===== src/rtl/pipe_reg_slice_pkg.sv =====
// Shared types and sizing helpers for the pipeline register slice.
// Defining PIPE_SKID_EN selects the skid-buffered stage, which doubles per-stage capacity.
package pipe_pkg;

  typedef enum logic [1:0] {
    EMPTY = 2'd0,
    BUSY  = 2'd1,
    FULL  = 2'd2
  } stage_state_t;

`ifdef PIPE_SKID_EN
  localparam int ENTRIES_PER_STAGE = 2;
`else
  localparam int ENTRIES_PER_STAGE = 1;
`endif

  function automatic int calcCntW(input int cap);
    return $clog2(cap + 1);
  endfunction

endpackage


===== src/rtl/pipe_reg_slice_stage.sv =====
// One valid/ready register stage with synchronous flush.
// With PIPE_SKID_EN a skid register breaks the ready path; otherwise ready is combinational.
module pipe_stage
  import pipe_pkg::*;
#(
  parameter int WIDTH = 64
) (
  input  logic             clk_i,
  input  logic             rst_ni,
  input  logic             flush_i,
  input  logic             valid_i,
  input  logic [WIDTH-1:0] data_i,
  output logic             ready_o,
  output logic             valid_o,
  output logic [WIDTH-1:0] data_o,
  input  logic             ready_i
);

`ifdef PIPE_SKID_EN

  stage_state_t     state_q;
  logic             ready_q;
  logic [WIDTH-1:0] main_q;
  logic [WIDTH-1:0] skid_q;
  logic             accept;
  logic             drain;

  assign accept  = valid_i && ready_q && !flush_i;
  assign drain   = (state_q != EMPTY) && ready_i;
  assign ready_o = ready_q;
  assign valid_o = (state_q != EMPTY);
  assign data_o  = main_q;

  // ready_q mirrors (state != FULL) but lives in a flop so upstream never sees out_ready.
  always_ff @(posedge clk_i or negedge rst_ni) begin
    if (!rst_ni) begin
      state_q <= EMPTY;
      ready_q <= 1'b1;
      main_q  <= '0;
      skid_q  <= '0;
    end else if (flush_i) begin
      state_q <= EMPTY;
      ready_q <= 1'b1;
    end else begin
      case (state_q)
        EMPTY: begin
          if (accept) begin
            main_q  <= data_i;
            state_q <= BUSY;
          end
        end
        BUSY: begin
          if (accept && drain) begin
            main_q <= data_i;
          end else if (accept) begin
            skid_q  <= data_i;
            state_q <= FULL;
            ready_q <= 1'b0;
          end else if (drain) begin
            state_q <= EMPTY;
          end
        end
        FULL: begin
          if (drain) begin
            main_q  <= skid_q;
            state_q <= BUSY;
            ready_q <= 1'b1;
          end
        end
        default: begin
          state_q <= EMPTY;
          ready_q <= 1'b1;
        end
      endcase
    end
  end

`else

  logic             valid_q, valid_d;
  logic [WIDTH-1:0] data_q, data_d;
  logic             accept;

  assign ready_o = !valid_q || ready_i;
  assign accept  = valid_i && ready_o && !flush_i;
  assign valid_o = valid_q;
  assign data_o  = data_q;

  // Flush clears only the valid bit; stale data is harmless once invalid.
  always_comb begin
    valid_d = valid_q;
    data_d  = data_q;
    if (flush_i) begin
      valid_d = 1'b0;
    end else if (accept) begin
      valid_d = 1'b1;
      data_d  = data_i;
    end else if (ready_i) begin
      valid_d = 1'b0;
    end
  end

  always_ff @(posedge clk_i or negedge rst_ni) begin
    if (!rst_ni) begin
      valid_q <= 1'b0;
      data_q  <= '0;
    end else begin
      valid_q <= valid_d;
      data_q  <= data_d;
    end
  end

`endif

endmodule


===== src/rtl/pipe_reg_slice.sv =====
// DEPTH-stage valid/ready pipeline register with flush and occupancy count.
// Optional PIPE_SKID_EN gives skid-buffered stages (capacity 2*DEPTH, registered in_ready).
module pipe_reg_slice
  import pipe_pkg::*;
#(
  parameter  int WIDTH = 64,
  parameter  int DEPTH = 2,
  localparam int CAP   = DEPTH * ENTRIES_PER_STAGE,
  localparam int CNT_W = calcCntW(CAP)
) (
  input  logic             clk,
  input  logic             reset,
  input  logic             softReset,
  input  logic             in_valid,
  input  logic [WIDTH-1:0] in_data,
  output logic             in_ready,
  output logic             out_valid,
  output logic [WIDTH-1:0] out_data,
  input  logic             out_ready,
  output logic [CNT_W-1:0] occupancy
);

  logic [DEPTH:0]   vldChain;
  logic [DEPTH:0]   rdyChain;
  logic [WIDTH-1:0] dataChain [DEPTH+1];
  logic             inAccept;
  logic             outAccept;
  logic [CNT_W-1:0] occ_q, occ_d;

  assign vldChain[0]     = in_valid;
  assign dataChain[0]    = in_data;
  assign rdyChain[DEPTH] = out_ready;

  for (genvar i = 0; i < DEPTH; i++) begin : gStage
    pipe_stage #(.WIDTH(WIDTH)) uStage (
      .clk_i   (clk),
      .rst_ni  (reset),
      .flush_i (softReset),
      .valid_i (vldChain[i]),
      .data_i  (dataChain[i]),
      .ready_o (rdyChain[i]),
      .valid_o (vldChain[i+1]),
      .data_o  (dataChain[i+1]),
      .ready_i (rdyChain[i+1])
    );
  end

  // During a flush the input is swallowed, so advertise ready to keep upstream moving.
  assign in_ready  = softReset || rdyChain[0];
  assign out_valid = vldChain[DEPTH];
  assign out_data  = dataChain[DEPTH];

  assign inAccept  = in_valid && in_ready && !softReset;
  assign outAccept = out_valid && out_ready;

  always_comb begin
    occ_d = occ_q;
    if (softReset) begin
      occ_d = '0;
    end else if (inAccept && !outAccept) begin
      occ_d = occ_q + CNT_W'(1);
    end else if (outAccept && !inAccept) begin
      occ_d = occ_q - CNT_W'(1);
    end
  end

  always_ff @(posedge clk or negedge reset) begin
    if (!reset) begin
      occ_q <= '0;
    end else begin
      occ_q <= occ_d;
    end
  end

  assign occupancy = occ_q;

endmodule

===== config.mk =====
export PLATFORM = sky130hd
export DESIGN_NAME = pipe_reg_slice
export DESIGN_NICKNAME = d
export VERILOG_FILES = /design/src/rtl/pipe_reg_slice_pkg.sv /design/src/rtl/pipe_reg_slice_stage.sv /design/src/rtl/pipe_reg_slice.sv
export SDC_FILE = /design/constraint.sdc
export NUM_CORES = 1
export LEC_CHECK = 0
export BUFFER_PORTS_ARGS = -buffer_cell sky130_fd_sc_hd__buf_2
export CORE_ASPECT_RATIO = 1.75
export CORE_MARGIN = 2
export CORE_UTILIZATION = 40
export DETAILED_ROUTE_END_ITERATION = 7
export GPL_ROUTABILITY_DRIVEN = 0
export PLACE_DENSITY = 0.63
export SYNTH_ARGS = -nofsm -noshare
export SYNTH_HDL_FRONTEND = slang
export SYNTH_HIERARCHICAL = 1
export SYNTH_SLANG_ARGS = --single-unit

===== constraint.sdc =====
create_clock -name clk -period 3.3 [get_ports clk]
set_clock_uncertainty 0.1 [all_clocks]
set_input_delay 0 -clock clk [delete_from_list [all_inputs] [get_ports clk]]
set_output_delay 0 -clock clk [all_outputs]
set_load 0.01 [all_outputs]

Yosys cells after proc, flatten, opt, wreduce, memory -nomap -nowiden
Cells that the tools add are included.

storage, ports and cells
  flip-flop bits (word level) = 132
  output and inout port bits = 68
  word-level logic and storage cells = 39
  input port bits = 69

operators by class
  $add $sub $neg = 2
  muxes and demuxes = 9
  reduce and logical (&&, ||, !) cells = 22
  bitwise logic cells = 1

operator list
  cell                 count
  $logic_and 1x1->1    9
  $reduce_bool 3->1    3
  $mux 1               6
  $mux 2               3
  $logic_not 1->1      5
  $reduce_and 2->1     2
  $logic_or 1x1->1     3
  $add 2x1->2 const B  1
  $sub 2x1->2 const B  1
  $not 1->1            1

Logic depth before layout (Yosys ltp)
  depth after elaboration = 11
  mapped depth = 7
  depth with buffers taken out = 7

Cells and area by module
The synthesis kept the hierarchy.

modules (own cells, without submodules)
  module          cells each  seq. area each (sq um)  area an instance (sq um)  times used
  pipe_stage      141         1626.6                  2741.4                    2
  pipe_reg_slice  17          50.0                    152.6                     1

Least setup slack after synthesis
No wires, ideal clock.

  path kind = register to register
  start = register gStage[1].uStage.valid_q
  end = register occ_q[1] (netlist: occupancy[1])
  required time = 3128 ps
  data arrival time = 1567 ps
  stages on the path, launching flop included = 8
  setup time = 72 ps
  setup slack = 1561 ps
  path buffers = 0
  period minus slack after synthesis = 1739 ps
  cells stage by stage = dfrtp_1 > nor2b_4 > inv_1 > nor2b_4 > inv_1 > and2_4 > or4b_1 > nand4b_1

between the ends
  cells in the longest elaborated chain, start to end = 9
  elaborated cells on any way between the ends = 14
  those cells by class = 2 x mux; 12 x reduce/logical

RTL lines
  element                                                      line                                        text
  start, declared                                              pipe_reg_slice_stage.sv:80                  logic valid_q, valid_d;
  start signal, assigned                                       pipe_reg_slice_stage.sv:108                 valid_q <= valid_d;
  $logic_not 1->1 (*)                                          pipe_reg_slice_stage.sv:84                  assign ready_o = !valid_q || ready_i;
  $logic_or 1x1->1 (*)                                         pipe_reg_slice_stage.sv:84
  via rdyChain[1]                                              pipe_reg_slice.sv:24                        logic [DEPTH:0] rdyChain;
  $logic_or 1x1->1 (*)                                         pipe_reg_slice_stage.sv:84
  via rdyChain[0]                                              pipe_reg_slice.sv:24
  $logic_or 1x1->1 (*)                                         pipe_reg_slice.sv:49                        assign in_ready = softReset || rdyChain[0];
  $logic_and 1x1->1 (*) (2 in a row)                           pipe_reg_slice.sv:53                        assign inAccept = in_valid && in_ready && !softReset;
  $logic_and 1x1->1 / $logic_not 1->1 (equally long branches)  pipe_reg_slice.sv:60, pipe_reg_slice.sv:62
  $mux 2 / $logic_and 1x1->1 (equally long branches)           pipe_reg_slice.sv:60, pipe_reg_slice.sv:62
  $mux 2 / $reduce_bool 3->1 (equally long branches)           --
  end signal, assigned                                         pipe_reg_slice.sv:69                        occ_q <= '0;
  end signal, assigned                                         pipe_reg_slice.sv:71                        occ_q <= occ_d;
  end, declared                                                pipe_reg_slice.sv:28                        logic [CNT_W-1:0] occ_q, occ_d;

The timed path passes the listed nets; every way through them passes the cells marked *.
A chain may end at the register's enable or synchronous reset.

Worst setup path after layout
  start = register gStage[1].uStage.valid_q
  end = register gStage[0].uStage.valid_q

between the ends
  cells in the longest elaborated chain, start to end = 7
  elaborated cells on any way between the ends = 8
  those cells by class = 2 x mux; 6 x reduce/logical

RTL lines
  element                         line                         text
  $logic_not 1->1 (*)             pipe_reg_slice_stage.sv:84
  $logic_or 1x1->1 (*)            pipe_reg_slice_stage.sv:84
  via rdyChain[1]                 pipe_reg_slice.sv:24
  $logic_or 1x1->1                pipe_reg_slice_stage.sv:84
  $logic_and 1x1->1 (2 in a row)  pipe_reg_slice_stage.sv:85   assign accept = valid_i && ready_o && !flush_i;
  $mux 1                          pipe_reg_slice_stage.sv:95   end else if (accept) begin
  $mux 1                          pipe_reg_slice_stage.sv:93   if (flush_i) begin
  end signal, assigned            pipe_reg_slice_stage.sv:108
  end, declared                   pipe_reg_slice_stage.sv:80

Marks and branches as above.

==> flow_summary_export.csv <==
group,metric,value,unit
worst_setup_path,worst-path-max-fanout,4,
die,core,13800,µm²
synthesis,synth_top_area_share,58.6,%
power_and_ir_drop,vdd_drop_max,349,µV
die,die_y,161,µm
global_route,grt_start_max_net_pins,87,
finish,area_delta_synth_final,36.5,%
worst_setup_path,cp-end-kind,"flip-flop",
power_and_ir_drop,finalPower,5330,µW
detailed_routing,drtPass1Iterations,4,
die,rows,57,
finish,fillers,1124,
cts,numCtsBuffers,17,
power_and_ir_drop,power_density,693,nW/µm²
synthesis,ys_warn_count,6,
timing,max-slew-margin-rel,48.9,%
finish,diodes,0,
worst_setup_path,cp_cell_sequence,"nor2b_4, inv_1, nor2b_4, nor2_1, dlygate4sd3_1, nor2_1, dlygate4sd3_1",
hold_path,holdCritPathClass,"primary input to async pin",
place,numPortBuffers,136,
timing,fin_tns_setup,0,ps
global_route,grt_use_met2,30.2,%
cts,cts_tree,"built",
detailed_routing,vias,3215,
timing,hold_viol,0,
global_route,use_met1,19.1,%
cts,clkTransAtPathRegs,60,ps
finish,final_common_cell,"buf_2",
detailed_routing,postRouteWirelength,11900,µm
synthesis,synth_cell_type_count,20,
synthesis,yosysTopAreaCell,"dfrtp_1",
power_and_ir_drop,p_leak,0.00372,µW
global_route,grtUsageTotal,16.8,%
worst_setup_path,critPathMaxStageDelay,560,ps
run,maxCapViolations,0,
cts,htreeDepth,4,
finish,ff_latch_area,3300,µm²
global_route,globalRouteOverflowTotal,0,
timing,worstMarginPinSlew,766,ps
cts,cts_max_path_buffers,2,
cts,cts_hold_buf,71,
cts,clock-root-buffer,"clkbuf_16",
die,dieWidth,93.7,µm
die,ios,137,
synthesis,netlist_top_cells_area,"dfrtp_1 59%, mux2_4 32%, buf_12 4.3%, mux2_2 1.8%, nor2b_4 0.49%",
timing,timing.fmax,444,MHz
worst_setup_path,critPathTopFamily,"buffers and inverters",
global_route,grt_pass1_wl,19700,µm
detailed_routing,drt-initial-drc-count,77,
cts,cts_setup_buffers,0,
cts,insertion_delay,400,ps
worst_setup_path,cp-start-kind,"flip-flop",
finish,layout-drive-gt1-share,58.3,%
detailed_routing,drc,0,
die,start_util,40.7,%
timing,drv_slew,0,
synthesis,syn_inst,299,
worst_setup_path,arrival,2490,ps
worst_setup_path,cp.required,3530,ps
timing,final.min_clock_period,2250,ps
detailed_routing,ant_nets,0,
finish,layout.nets,586,
worst_setup_path,r2r_setup_slack,1050,ps
global_route,busiest_layer,"met2",
cts,cts_resized,0,
finish,final_cell_mix,"135 x buf_2, 132 x dfrtp_1, 120 x mux2_4",
die,dieArea,15100,µm²
worst_setup_path,cpMaxStageDelayCell,"dlygate4sd3_1",
detailed_routing,via_per_inst,4.55,
place,dp_hpwl,7440,µm
synthesis,synth_seq_cells,132,
timing,timing.final.crit_share,68.3,%
timing,rsz0062_at_grt,"no",
timing,setup_violations,0,
detailed_routing,post_drt_wl_per_cell,16.9,µm
global_route,antenna_found_initial,0,
global_route,grtUsageMet3,3.82,%
finish,multiInputGateArea,2070,µm²
synthesis,synth_fp_nets,368,
cts,cts_sinks,132,
worst_setup_path,cp_num_buf_inv,3,
synthesis,syn-cell-area,5640,µm²
worst_setup_path,worstSetupPathType,"flip-flop to flip-flop",
synthesis,postSynthAreaPerCell,18.8,µm²
synthesis,yosysSeqAreaShare,58.6,%
global_route,grt_pass1_vias,3848,
outcome,outcome,"completed",
-- power breakdown --
part | internal, µW | leakage (µW) | switching, µW | total, µW
Clock | 1270 | 0.000310 | 697 | 1970
Sequential | 1980 | 0.00157 | 219 | 2200
Combinational | 728 | 0.00184 | 432 | 1160
-- cell usage after synthesis, drive strengths merged --
library cell / n
nand3b: 1
nand2: 1
nor2b: 2
or2: 1
inv: 2
and2: 1
nor2: 6
xnor2: 1
o211ai: 1
nor3b: 3
or4b: 1
nand4b: 1
mux2: 129
nand3: 1
a21oi: 2
buf: 14
dfrtp: 132
-- sequential cells by signal, summed over array words and instances, names as in the netlist --
signal	cells
occupancy	2
gStage.uStage/valid_o	2
gStage.uStage/data_o	128
-- cell type report --
type / instances / share of cell area, %
sequential: 132 / 43.0
multi-input combinational: 151 / 27.0
timing repair buffer: 213 / 18.9
clock buffer: 21 / 6.25
tap: 177 / 2.88
clock inverter: 11 / 1.92
inverter: 2 / 0.0976
-- final timing paths --
kind,depth (start not counted),end,start
setup / recovery,7,gStage[0].uStage/valid_o$_DFFE_PN0P_,gStage[1].uStage/valid_o$_DFFE_PN0P_
hold / removal,2,gStage[0].uStage/data_o[23]$_DFFE_PN0P_,reset
setup reg to reg,7,gStage[0].uStage/valid_o$_DFFE_PN0P_,gStage[1].uStage/valid_o$_DFFE_PN0P_
hold reg to reg,1,gStage[1].uStage/data_o[25]$_DFFE_PN0P_,gStage[0].uStage/data_o[25]$_DFFE_PN0P_
max in group asynchronous,3,gStage[0].uStage/data_o[24]$_DFFE_PN0P_,reset
min in group clk,3,gStage[0].uStage/data_o[16]$_DFFE_PN0P_,in_data[16]
-- through the flow --
stage	setup WS, ps	std cells	hold WS [ps]	util (%)	area, µm²
after detailed placement	1300	604	18.8	45.9	6350
after global routing	925	707	200	55.6	7690
after global placement	1330	604	0.665	45.9	6350
after floorplan	1560	299	-396	-	5640
after CTS	1070	707	156	55.6	7690
final	1050	707	140	55.6	7690
-- cell families (layout without fill, tap and decap cells) --
kind of cell	count (synthesis)	after routing	share of synthesized area, %
AOI/OAI and AO/OA	3	3	0.311
xor gates and xnor gates	1	1	0.155
buffers and inverters	16	247	4.80
DFF	132	132	58.6
muxes	129	129	33.8
and+or+nand+nor	18	18	2.35
-- metal layers --
layer | wire length [µm] | up-vias
met5 | 0 | -
met4 | 222 | 0
met3 | 366 | 13
met2 | 6650 | 75
met1 | 4690 | 1645
li1 | - | 1482
Note: power is estimated with default switching activity, not from simulation.
